### src/rtl/midi_message_parser.sv
// MIDI channel-voice message parser with running status, a WAIT_D2 timeout and real-time byte passthrough.
// Define MIDI_CHANNEL_FILTER_EN to emit only messages on FILTER_CHANNEL.
module midi_message_parser #(
  parameter int unsigned TIMEOUT_CYCLES = 320_000,
  parameter logic [3:0]  FILTER_CHANNEL = 4'd0
) (
  input  logic       clk_in,
  input  logic       rst_in,
  input  logic       byte_valid_in,
  input  logic [7:0] byte_in,
  output logic       msg_valid_out,
  input  logic       msg_ready_in,
  output logic [3:0] msg_status_out,
  output logic [3:0] msg_channel_out,
  output logic [6:0] msg_data1_out,
  output logic [6:0] msg_data2_out,
  output logic       realtime_valid_out,
  output logic [7:0] realtime_byte_out,
  output logic       overflow_out
);

  localparam int unsigned    CNT_W    = (TIMEOUT_CYCLES > 1) ? $clog2(TIMEOUT_CYCLES) : 1;
  localparam logic [CNT_W-1:0] CNT_LAST = CNT_W'(TIMEOUT_CYCLES - 1);

`ifdef MIDI_CHANNEL_FILTER_EN
  localparam bit FILTER_EN = 1'b1;
`else
  localparam bit FILTER_EN = 1'b0;
`endif

  typedef enum logic [1:0] {NO_STATUS, WAIT_D1, WAIT_D2} state_t;
  typedef enum logic [1:0] {CLS_DATA, CLS_CH, CLS_SYS, CLS_RT} byte_class_t;

  state_t           state;
  logic [3:0]       status_q;
  logic [3:0]       chan_q;
  logic             need2_q;
  logic [6:0]       d1_q;
  logic [CNT_W-1:0] timeout_cnt;

  byte_class_t byte_cls;
  logic        complete;
  logic [6:0]  cpl_d1;
  logic [6:0]  cpl_d2;
  logic        chan_ok;
  logic        deliver;
  logic        consume;
  logic        load;
  logic        drop;

  // NOTE: every always_comb output gets a default first so no path can infer a latch.
  always_comb begin
    byte_cls = CLS_DATA;
    if (byte_in[7]) begin
      if (byte_in[7:3] == 5'b11111)   byte_cls = CLS_RT;
      else if (byte_in[7:4] == 4'hF)  byte_cls = CLS_SYS;
      else                            byte_cls = CLS_CH;
    end
  end

  // A message completes in the cycle its final data byte is strobed.
  always_comb begin
    complete = 1'b0;
    cpl_d1   = d1_q;
    cpl_d2   = 7'd0;
    if (byte_valid_in && byte_cls == CLS_DATA) begin
      unique case (state)
        WAIT_D1: begin
          if (!need2_q) begin
            complete = 1'b1;
            cpl_d1   = byte_in[6:0];
          end
        end
        WAIT_D2: begin
          complete = 1'b1;
          cpl_d2   = byte_in[6:0];
        end
        default: ;
      endcase
    end
  end

  assign chan_ok = !FILTER_EN || (chan_q == FILTER_CHANNEL);
  assign deliver = complete && chan_ok;
  assign consume = msg_valid_out && msg_ready_in;
  assign load    = deliver && (!msg_valid_out || msg_ready_in);
  assign drop    = deliver && msg_valid_out && !msg_ready_in;

  // NOTE: sequential state uses non-blocking assignments only, so every register sees pre-edge values.
  always_ff @(posedge clk_in) begin
    if (!rst_in) begin
      state              <= NO_STATUS;
      status_q           <= 4'd0;
      chan_q             <= 4'd0;
      need2_q            <= 1'b0;
      d1_q               <= 7'd0;
      timeout_cnt        <= '0;
      msg_valid_out      <= 1'b0;
      msg_status_out     <= 4'd0;
      msg_channel_out    <= 4'd0;
      msg_data1_out      <= 7'd0;
      msg_data2_out      <= 7'd0;
      realtime_valid_out <= 1'b0;
      realtime_byte_out  <= 8'd0;
      overflow_out       <= 1'b0;
    end else begin
      realtime_valid_out <= byte_valid_in && (byte_cls == CLS_RT);
      if (byte_valid_in && byte_cls == CLS_RT) realtime_byte_out <= byte_in;

      // Real-time bytes fall through to the timeout branch: they neither advance nor reset parsing.
      if (byte_valid_in && byte_cls != CLS_RT) begin
        timeout_cnt <= '0;
        unique case (byte_cls)
          CLS_SYS: state <= NO_STATUS;
          CLS_CH: begin
            status_q <= byte_in[7:4];
            chan_q   <= byte_in[3:0];
            need2_q  <= (byte_in[7:4] != 4'hC) && (byte_in[7:4] != 4'hD);
            state    <= WAIT_D1;
          end
          CLS_DATA: begin
            unique case (state)
              WAIT_D1: begin
                if (need2_q) begin
                  d1_q  <= byte_in[6:0];
                  state <= WAIT_D2;
                end
              end
              WAIT_D2: state <= WAIT_D1;
              default: ;
            endcase
          end
          default: ;
        endcase
      end else if (state == WAIT_D2) begin
        if (timeout_cnt == CNT_LAST) state <= WAIT_D1;
        else                         timeout_cnt <= timeout_cnt + CNT_W'(1);
      end

      if (load) begin
        msg_valid_out   <= 1'b1;
        msg_status_out  <= status_q;
        msg_channel_out <= chan_q;
        msg_data1_out   <= cpl_d1;
        msg_data2_out   <= cpl_d2;
      end else if (consume) begin
        msg_valid_out <= 1'b0;
      end

      if (drop) overflow_out <= 1'b1;
    end
  end

endmodule

### config.mk
export PLATFORM = sky130hd
export DESIGN_NAME = midi_message_parser
export DESIGN_NICKNAME = d
export VERILOG_FILES = /design/src/rtl/midi_message_parser.sv
export SDC_FILE = /design/constraint.sdc
export NUM_CORES = 1
export LEC_CHECK = 0
export ABC_AREA = 1
export CAP_MARGIN = 20
export CELL_PAD_IN_SITES_DETAIL_PLACEMENT = 2
export CELL_PAD_IN_SITES_GLOBAL_PLACEMENT = 2
export CORE_MARGIN = 4
export CORE_UTILIZATION = 33
export DETAILED_ROUTE_END_ITERATION = 8
export PLACE_DENSITY = 0.94
export SETUP_SLACK_MARGIN = 0.1
export SLEW_MARGIN = 20
export SYNTH_ARGS = -nofsm -noshare
export SYNTH_HDL_FRONTEND = slang
export SYNTH_SLANG_ARGS = --single-unit
### constraint.sdc
create_clock -name clk_in -period 4.5 [get_ports clk_in]
set_clock_uncertainty 0.05 [all_clocks]
set_input_delay 0.9 -clock clk_in [delete_from_list [all_inputs] [get_ports clk_in]]
set_output_delay 0.9 -clock clk_in [all_outputs]
set_load 0.01 [all_outputs]
==> results of run 1 <==
-- area by class of cell --
type,count,share of cell area (%)
clock buffers,10,3.46
clock inverters,5,1.51
inverters,40,3.87
multi-input cells,322,40.3
flip-flops and latches,70,35.2
well taps,133,4.18
repair buffers,46,11.4
-- stage by stage --
stage               power [mW]  util (%)  hold WS, ns
global route              1.31      41.1        0.430
floorplan                0.703         -        0.375
global placement         0.730      39.0        0.385
finish                    1.26      41.1        0.403
detailed placement       0.736      39.0        0.394
CTS                       1.27      41.0        0.405
-- metal layers --
metal	up-vias	GRT usage (%)	wire, µm
li1	1528	-	-
met1	1632	26.7	5290
met2	75	40.2	6370
met3	27	3.90	487
met4	0	9.83	330
met5	-	0	0
-- worst min-delay path: stages (launching register included) --
cell	delay, ns
dfxtp_1	0.30
inv_1	0.05
a21oi_1	0.05
-- worst max path at each step --
stage | from | to | slack, ns | cells after the start
3_5_place_dp | byte_valid_in | msg_data2_out[6]$_SDFFE_PN0P_ | 1.16 | 9
3_3_place_gp | byte_valid_in | msg_data2_out[6]$_SDFFE_PN0P_ | 1.44 | 9
2_1_floorplan | byte_valid_in | msg_data2_out[2]$_SDFFE_PN0P_ | 2.45 | 9
4_1_cts | byte_valid_in | msg_data2_out[6]$_SDFFE_PN0P_ | 1.46 | 9
6_report | byte_valid_in | msg_data2_out[6]$_SDFFE_PN0P_ | 1.41 | 9
5_1_grt | byte_valid_in | msg_data2_out[6]$_SDFFE_PN0P_ | 1.24 | 9
-- power groups by stage --
stage | Sequential (mW) | Combinational [mW] | Clock (mW)
detailed placement | 0.648 | 0.0877 | 0
floorplan | 0.647 | 0.0556 | 0
global route | 0.636 | 0.100 | 0.574
global placement | 0.648 | 0.0822 | 0
CTS | 0.635 | 0.0922 | 0.546
finish | 0.635 | 0.0931 | 0.534
-- registers in the layout (all words and copies together), names as in the netlist, 4 cells and up --
signal / flops
msg_data2_out: 7
msg_channel_out: 4
msg_status_out: 4
d1_q: 7
msg_data1_out: 7
realtime_byte_out: 8
chan_q: 4
timeout_cnt: 19
status_q: 4
-- Yosys cell counts (all sizes together) --
master	n
nand2	127
dfxtp	70
a21oi	56
nor2	54
inv	38
nand3	34
o21ai	20
buf	12
nand4	10
xnor2	6
xor2	6
clkbuf	4
nor3	4
ha	3
clkinv	2
a221oi	1
nor3b	1
-- kinds of logic (layout without fill, tap and decap cells) --
kind of cell | count (synthesis) | in the layout | share of synthesized area [%]
DFF | 70 | 70 | 43.0
adders and majority gates | 3 | 3 | 1.15
and+or+nand+nor | 230 | 230 | 30.9
xor gates and xnor gates | 12 | 12 | 3.22
AOI/OAI and AO/OA | 77 | 77 | 13.7
buffers and inverters | 56 | 101 | 8.02
-- layout by cell type, fill, tap and decap left out --
| cell type | count |
|---|---|
| a21oi_1 | 44 |
| a21oi_2 | 11 |
| a21oi_4 | 1 |
| a221oi_1 | 1 |
| buf_4 | 2 |
| bufinv_16 | 1 |
| clkbuf_8 | 10 |
| clkdlybuf4s50_1 | 44 |
| clkinv_1 | 1 |
| clkinv_2 | 2 |
| clkinv_4 | 2 |
| clkinvlp_4 | 1 |
| dfxtp_1 | 70 |
| ha_1 | 3 |
| inv_1 | 34 |
| inv_2 | 3 |
| inv_4 | 1 |
| nand2_1 | 122 |
| nand2_2 | 4 |
| nand2_8 | 1 |
| nand3_1 | 32 |
| nand3_2 | 1 |
| nand3_4 | 1 |
| nand4_1 | 10 |
| nor2_1 | 50 |
| nor2_2 | 2 |
| nor2_4 | 2 |
| nor3_1 | 3 |
| nor3_2 | 1 |
| nor3b_1 | 1 |
| o21ai_0 | 19 |
| o21ai_4 | 1 |
| xnor2_1 | 6 |
| xor2_1 | 6 |
==> flow_metrics.env, run 1 <==
export IMPL_post_dp_cell_area_um2=3770
export IMPL_clock_latency_ns=0.37
export IMPL_yosys_area_top_type="dfxtp_1"
export IMPL_start_util_pct=33.7
export IMPL_ys_seq_area_share_pct=43.0
export IMPL_cts_htree_levels=3
export IMPL_clkTransAtPathRegs_ns=0.09
export IMPL_reg2reg_depth=8
export IMPL_fmax_mhz=324
export IMPL_r2r_start="state[0]$_SDFFE_PN0P_"
export IMPL_holdCritStartpoint="d1_q[5]$_SDFFE_PN0P_"
export IMPL_first_pass_iters=4
export IMPL_dpl_worst_slack_ns=1.16
export IMPL_synth_warnings=0
export IMPL_overflow=0
export IMPL_multiInputGateArea_um2=1600
export IMPL_num_antenna_cells=0
export IMPL_power_internal_uw=925
export IMPL_crit_type="in2reg"
export IMPL_fin_nets=504
export IMPL_ff2ff_setup_slack_ns=1.97
export IMPL_ir_drop_uv=144
export IMPL_slowest_delay_ns=0.67
export IMPL_finalSetupTns_ns=0
export IMPL_drcViolationCount=0
export IMPL_postSynthAreaPerCell_um2=7.28
export IMPL_cp_arrival_ns=3.27
export IMPL_drive_gt1_share_pct=9.53
export IMPL_area_growth_pct=22.1
export IMPL_critPathBufInv=3
export IMPL_syn_area_um2=3260
export IMPL_cts_setup_buffers=0
export IMPL_timing_slew_headroom_pct=48.1
export IMPL_hold_class="reg2reg"
export IMPL_fin_crit_ns=3.09
export IMPL_dp_hpwl_um=7600
export IMPL_fin_crit_sh_pct=68.6
export IMPL_rows=36
export IMPL_power_leakage_nw=1.34
export IMPL_regArea_um2=1400
export IMPL_grt_pass1_vias=3687
export IMPL_grt_antenna_before_repair=0
export IMPL_place_port_buffers=44
export IMPL_p_seq_share_pct=50.3
export IMPL_worst_slew_pin_slew_ns=0.776
export IMPL_vias=3262
export IMPL_clock_sinks=70
export IMPL_die_height_um=107
export IMPL_holdPathStages=2
export IMPL_r2r_end="msg_data2_out[6]$_SDFFE_PN0P_"
export IMPL_grt_usage_pct=22.6
export IMPL_holdPathEnd="d1_q[5]$_SDFFE_PN0P_"
export IMPL_critPathCaptureType="flip-flop"
export IMPL_io_pins=45
export IMPL_cts_tree="yes"
export IMPL_netlist_area_leader_share_pct=43.0
export IMPL_grt_pass1_wl_um=20200
export IMPL_routed_wl_um=12500
export IMPL_root_buffer="clkbuf_8"
export IMPL_grt_max_degree=38
export IMPL_gp_congestion=0.797
export IMPL_rsz0062_at_grt="false"
export IMPL_fin_ws_ns=1.41
export IMPL_wl_per_cell_um=19.9
export IMPL_combPwrFrac_pct=7.4
export IMPL_crit_path_max_fanout=24
export IMPL_cp_slowest_cell="clkdlybuf4s50_1"
export IMPL_worstPathRequired_ns=4.69
export IMPL_core_um2=9680
export IMPL_ys_seq_elements=70
export IMPL_p_per_area_nw_per_um2=317
export IMPL_p_sw_uw=338
export IMPL_cap_violations=0
export IMPL_critPathLaunchType="input pin"
export IMPL_viasPerCell=5.21
export IMPL_syn_nets=463
export IMPL_clockBufferDepth=2
export IMPL_synth_distinct_cells=34
export IMPL_outcome="completed"
export IMPL_cts_buffers_inserted=9
export IMPL_final_cell_area_um2=3980
export IMPL_antenna_left=0
export IMPL_switching_share_pct=26.8
export IMPL_dieWidth_um=107
export IMPL_path_cells="clkdlybuf4s50_1 -> inv_2 -> nor2_4 -> nand3_2 -> a21oi_4 -> buf_4 -> nand2_2 -> a21oi_1 -> nor3_1"
export IMPL_slew_violations=0
export IMPL_synth_area_top_cells="dfxtp_1 (43%), nand2_1 (14%), a21oi_1 (6.8%)"
export IMPL_setup_violations=0
export IMPL_cts_resized=0
export IMPL_die_area_um2=11500
export IMPL_drt_iter0_markers=138
export IMPL_cts_hold_buf=0
export IMPL_placed_cells_incl_taps=611
export IMPL_fin_cells=626
export IMPL_final_hold_violation_count=0
export IMPL_clkPwrFrac_pct=42.3
export IMPL_crit_family="buffers and inverters"
export IMPL_syn_inst=448
export IMPL_num_fill_cells=1094
(Power assumes the default switching activity.)
==> run 2, diff against run 1 <==
--- a/config.mk
+++ b/config.mk
@@ -10,9 +10,9 @@
 export CELL_PAD_IN_SITES_DETAIL_PLACEMENT = 2
 export CELL_PAD_IN_SITES_GLOBAL_PLACEMENT = 2
 export CORE_MARGIN = 4
-export CORE_UTILIZATION = 33
+export CORE_UTILIZATION = 31
 export DETAILED_ROUTE_END_ITERATION = 8
-export PLACE_DENSITY = 0.94
+export PLACE_DENSITY = 0.89
 export SETUP_SLACK_MARGIN = 0.1
 export SLEW_MARGIN = 20
 export SYNTH_ARGS = -nofsm -noshare
==> constraint.sdc (replaced) <==
create_clock -name clk_in -period 2.85 [get_ports clk_in]
set_clock_uncertainty 0.05 [all_clocks]
set_input_delay 0.57 -clock clk_in [delete_from_list [all_inputs] [get_ports clk_in]]
set_output_delay 0.57 -clock clk_in [all_outputs]
set_load 0.01 [all_outputs]
==> run 2 against run 1 <==
Net effect:
- sequential share of layout area fell by 0.49 points
- critical endpoint unchanged
- critical path depth did not move
- wire length fell by 6.3%
- clock power rose by 75%
- non-clock buffer count rose by 4
- sequential power rose by 57%
==> flow_metrics.env, run 2 (synthesis results as in run 1) <==
export IMPL_reg_top3="timeout_cnt (19), realtime_byte_out (8)"
export IMPL_start_util_pct=31.7
export IMPL_critPathLaunchType="input pin"
export IMPL_cp_arrival_ns=2.56
export IMPL_p_per_area_nw_per_um2=517
export IMPL_cts_setup_buffers=0
export IMPL_dp_hpwl_um=7660
export IMPL_grt_usage_pct=20.0
export IMPL_mostFrequentLayoutCells="nand2_1 (122), dfxtp_1 (70), nor2_1 (50)"
export IMPL_largest_register="timeout_cnt"
export IMPL_grt_busiest_layer="met2"
export IMPL_power_mw=2.09
export IMPL_final_cell_area_um2=4040
export IMPL_clkTransAtPathRegs_ns=0.09
export IMPL_vias=3198
export IMPL_fin_util_pct=39.3
export IMPL_slew_violations=0
export IMPL_crit_type="in2reg"
export IMPL_dieWidth_um=111
export IMPL_cts_htree_levels=3
export IMPL_core_um2=10300
export IMPL_area_growth_pct=23.8
export IMPL_rows=37
export IMPL_num_fill_cells=1206
export IMPL_fmax_mhz=422
export IMPL_clock_latency_ns=0.36
export IMPL_fin_nets=508
export IMPL_hold_class="reg2reg"
export IMPL_worstPathRequired_ns=3.05
export IMPL_largest_reg_flops=19
export IMPL_layout_commonest_cell="nand2_1"
export IMPL_cts_tree="yes"
export IMPL_die_height_um=111
export IMPL_final_hold_violation_count=0
export IMPL_met1_usage_pct=24.8
export IMPL_rsz0062_at_grt="false"
export IMPL_wl_per_cell_um=18.4
export IMPL_power_leakage_nw=1.38
export IMPL_viasPerCell=5.04
export IMPL_worst_slew_pin_slew_ns=0.707
export IMPL_drt_iter0_markers=91
export IMPL_num_antenna_cells=0
export IMPL_use_met3_pct=5.15
export IMPL_crit_path_max_fanout=24
export IMPL_grt_pass1_wl_um=19700
export IMPL_clock_sinks=70
export IMPL_use_met2_pct=32.8
export IMPL_gp_congestion=0.810
export IMPL_drive_gt1_share_pct=10.4
export IMPL_die_area_um2=12200
export IMPL_fin_cells=634
export IMPL_root_buffer="clkbuf_8"
export IMPL_cap_violations=0
export IMPL_routed_wl_um=11700
export IMPL_cts_resized=0
export IMPL_clockBufferDepth=2
export IMPL_outcome="completed"
export IMPL_timing_slew_headroom_pct=52.7
export IMPL_finalSetupTns_ns=0
export IMPL_ir_drop_uv=364
export IMPL_cts_hold_buf=0
export IMPL_fin_crit_ns=2.37
export IMPL_grt_pass1_vias=3624
export IMPL_place_port_buffers=44
export IMPL_placed_cells_incl_taps=618
export IMPL_cts_buffers_inserted=9
export IMPL_grt_max_degree=38
export IMPL_fin_crit_sh_pct=83.1
export IMPL_grt_antenna_before_repair=0
export IMPL_critPathCaptureType="flip-flop"
export IMPL_io_pins=45
export IMPL_antenna_left=0
export IMPL_post_dp_cell_area_um2=3810
export IMPL_first_pass_iters=4
export IMPL_overflow=0
export IMPL_setup_violations=0
export IMPL_drcViolationCount=0
run 2: routing by layer:
metal | wire [µm] | share of wire, %
met1 | 5280 | 45
met2 | 5630 | 48
met3 | 530 | 4.5
met4 | 259 | 2.2
met5 | 0 | 0
run 2: layout make-up:
| cell class | instances | area [µm²] | area share (%) |
|---|---|---|---|
| multi-input cells | 322 | 1600 | 39.8 |
| flip-flops and latches | 70 | 1400 | 34.7 |
| repair buffers | 50 | 485 | 12.0 |
| well taps | 136 | 170 | 4.22 |
| inverters | 40 | 154 | 3.81 |
| clock buffers | 9 | 124 | 3.07 |
| clock inverters | 7 | 96.3 | 2.39 |
run 2: worst paths after layout:
path	start	to	slack, ns	cells past startpoint
setup reg to reg	state[0]$_SDFFE_PN0P_	msg_data2_out[6]$_SDFFE_PN0P_	0.51	8
setup / recovery	byte_valid_in	msg_data2_out[6]$_SDFFE_PN0P_	0.48	9
hold reg to reg	overflow_out$_SDFFE_PN0P_	overflow_out$_SDFFE_PN0P_	0.41	2
hold / removal	overflow_out$_SDFFE_PN0P_	overflow_out$_SDFFE_PN0P_	0.41	2
run 2: worst max-delay path, stage by stage:
cell	delay, ns
clkdlybuf4s50_1	0.52
inv_2	0.09
nor2_4	0.10
nand3_2	0.20
a21oi_4	0.20
nand2_2	0.31
nand2_1	0.19
inv_1	0.05
nor3_1	0.33
run 2: metrics by stage:
step,hold WS (ns),worst slack [ns]
after global routing,0.439,0.310
after CTS,0.409,0.435
after global placement,0.385,0.305
after detailed placement,0.397,0.185
after floorplan,0.375,1.13
final,0.405,0.481
run 2: power breakdown:
| part | internal (mW) | switching (mW) |
|---|---|---|
| Clock | 0.496 | 0.439 |
| Sequential | 0.992 | 0.00939 |
| Combinational | 0.0464 | 0.104 |
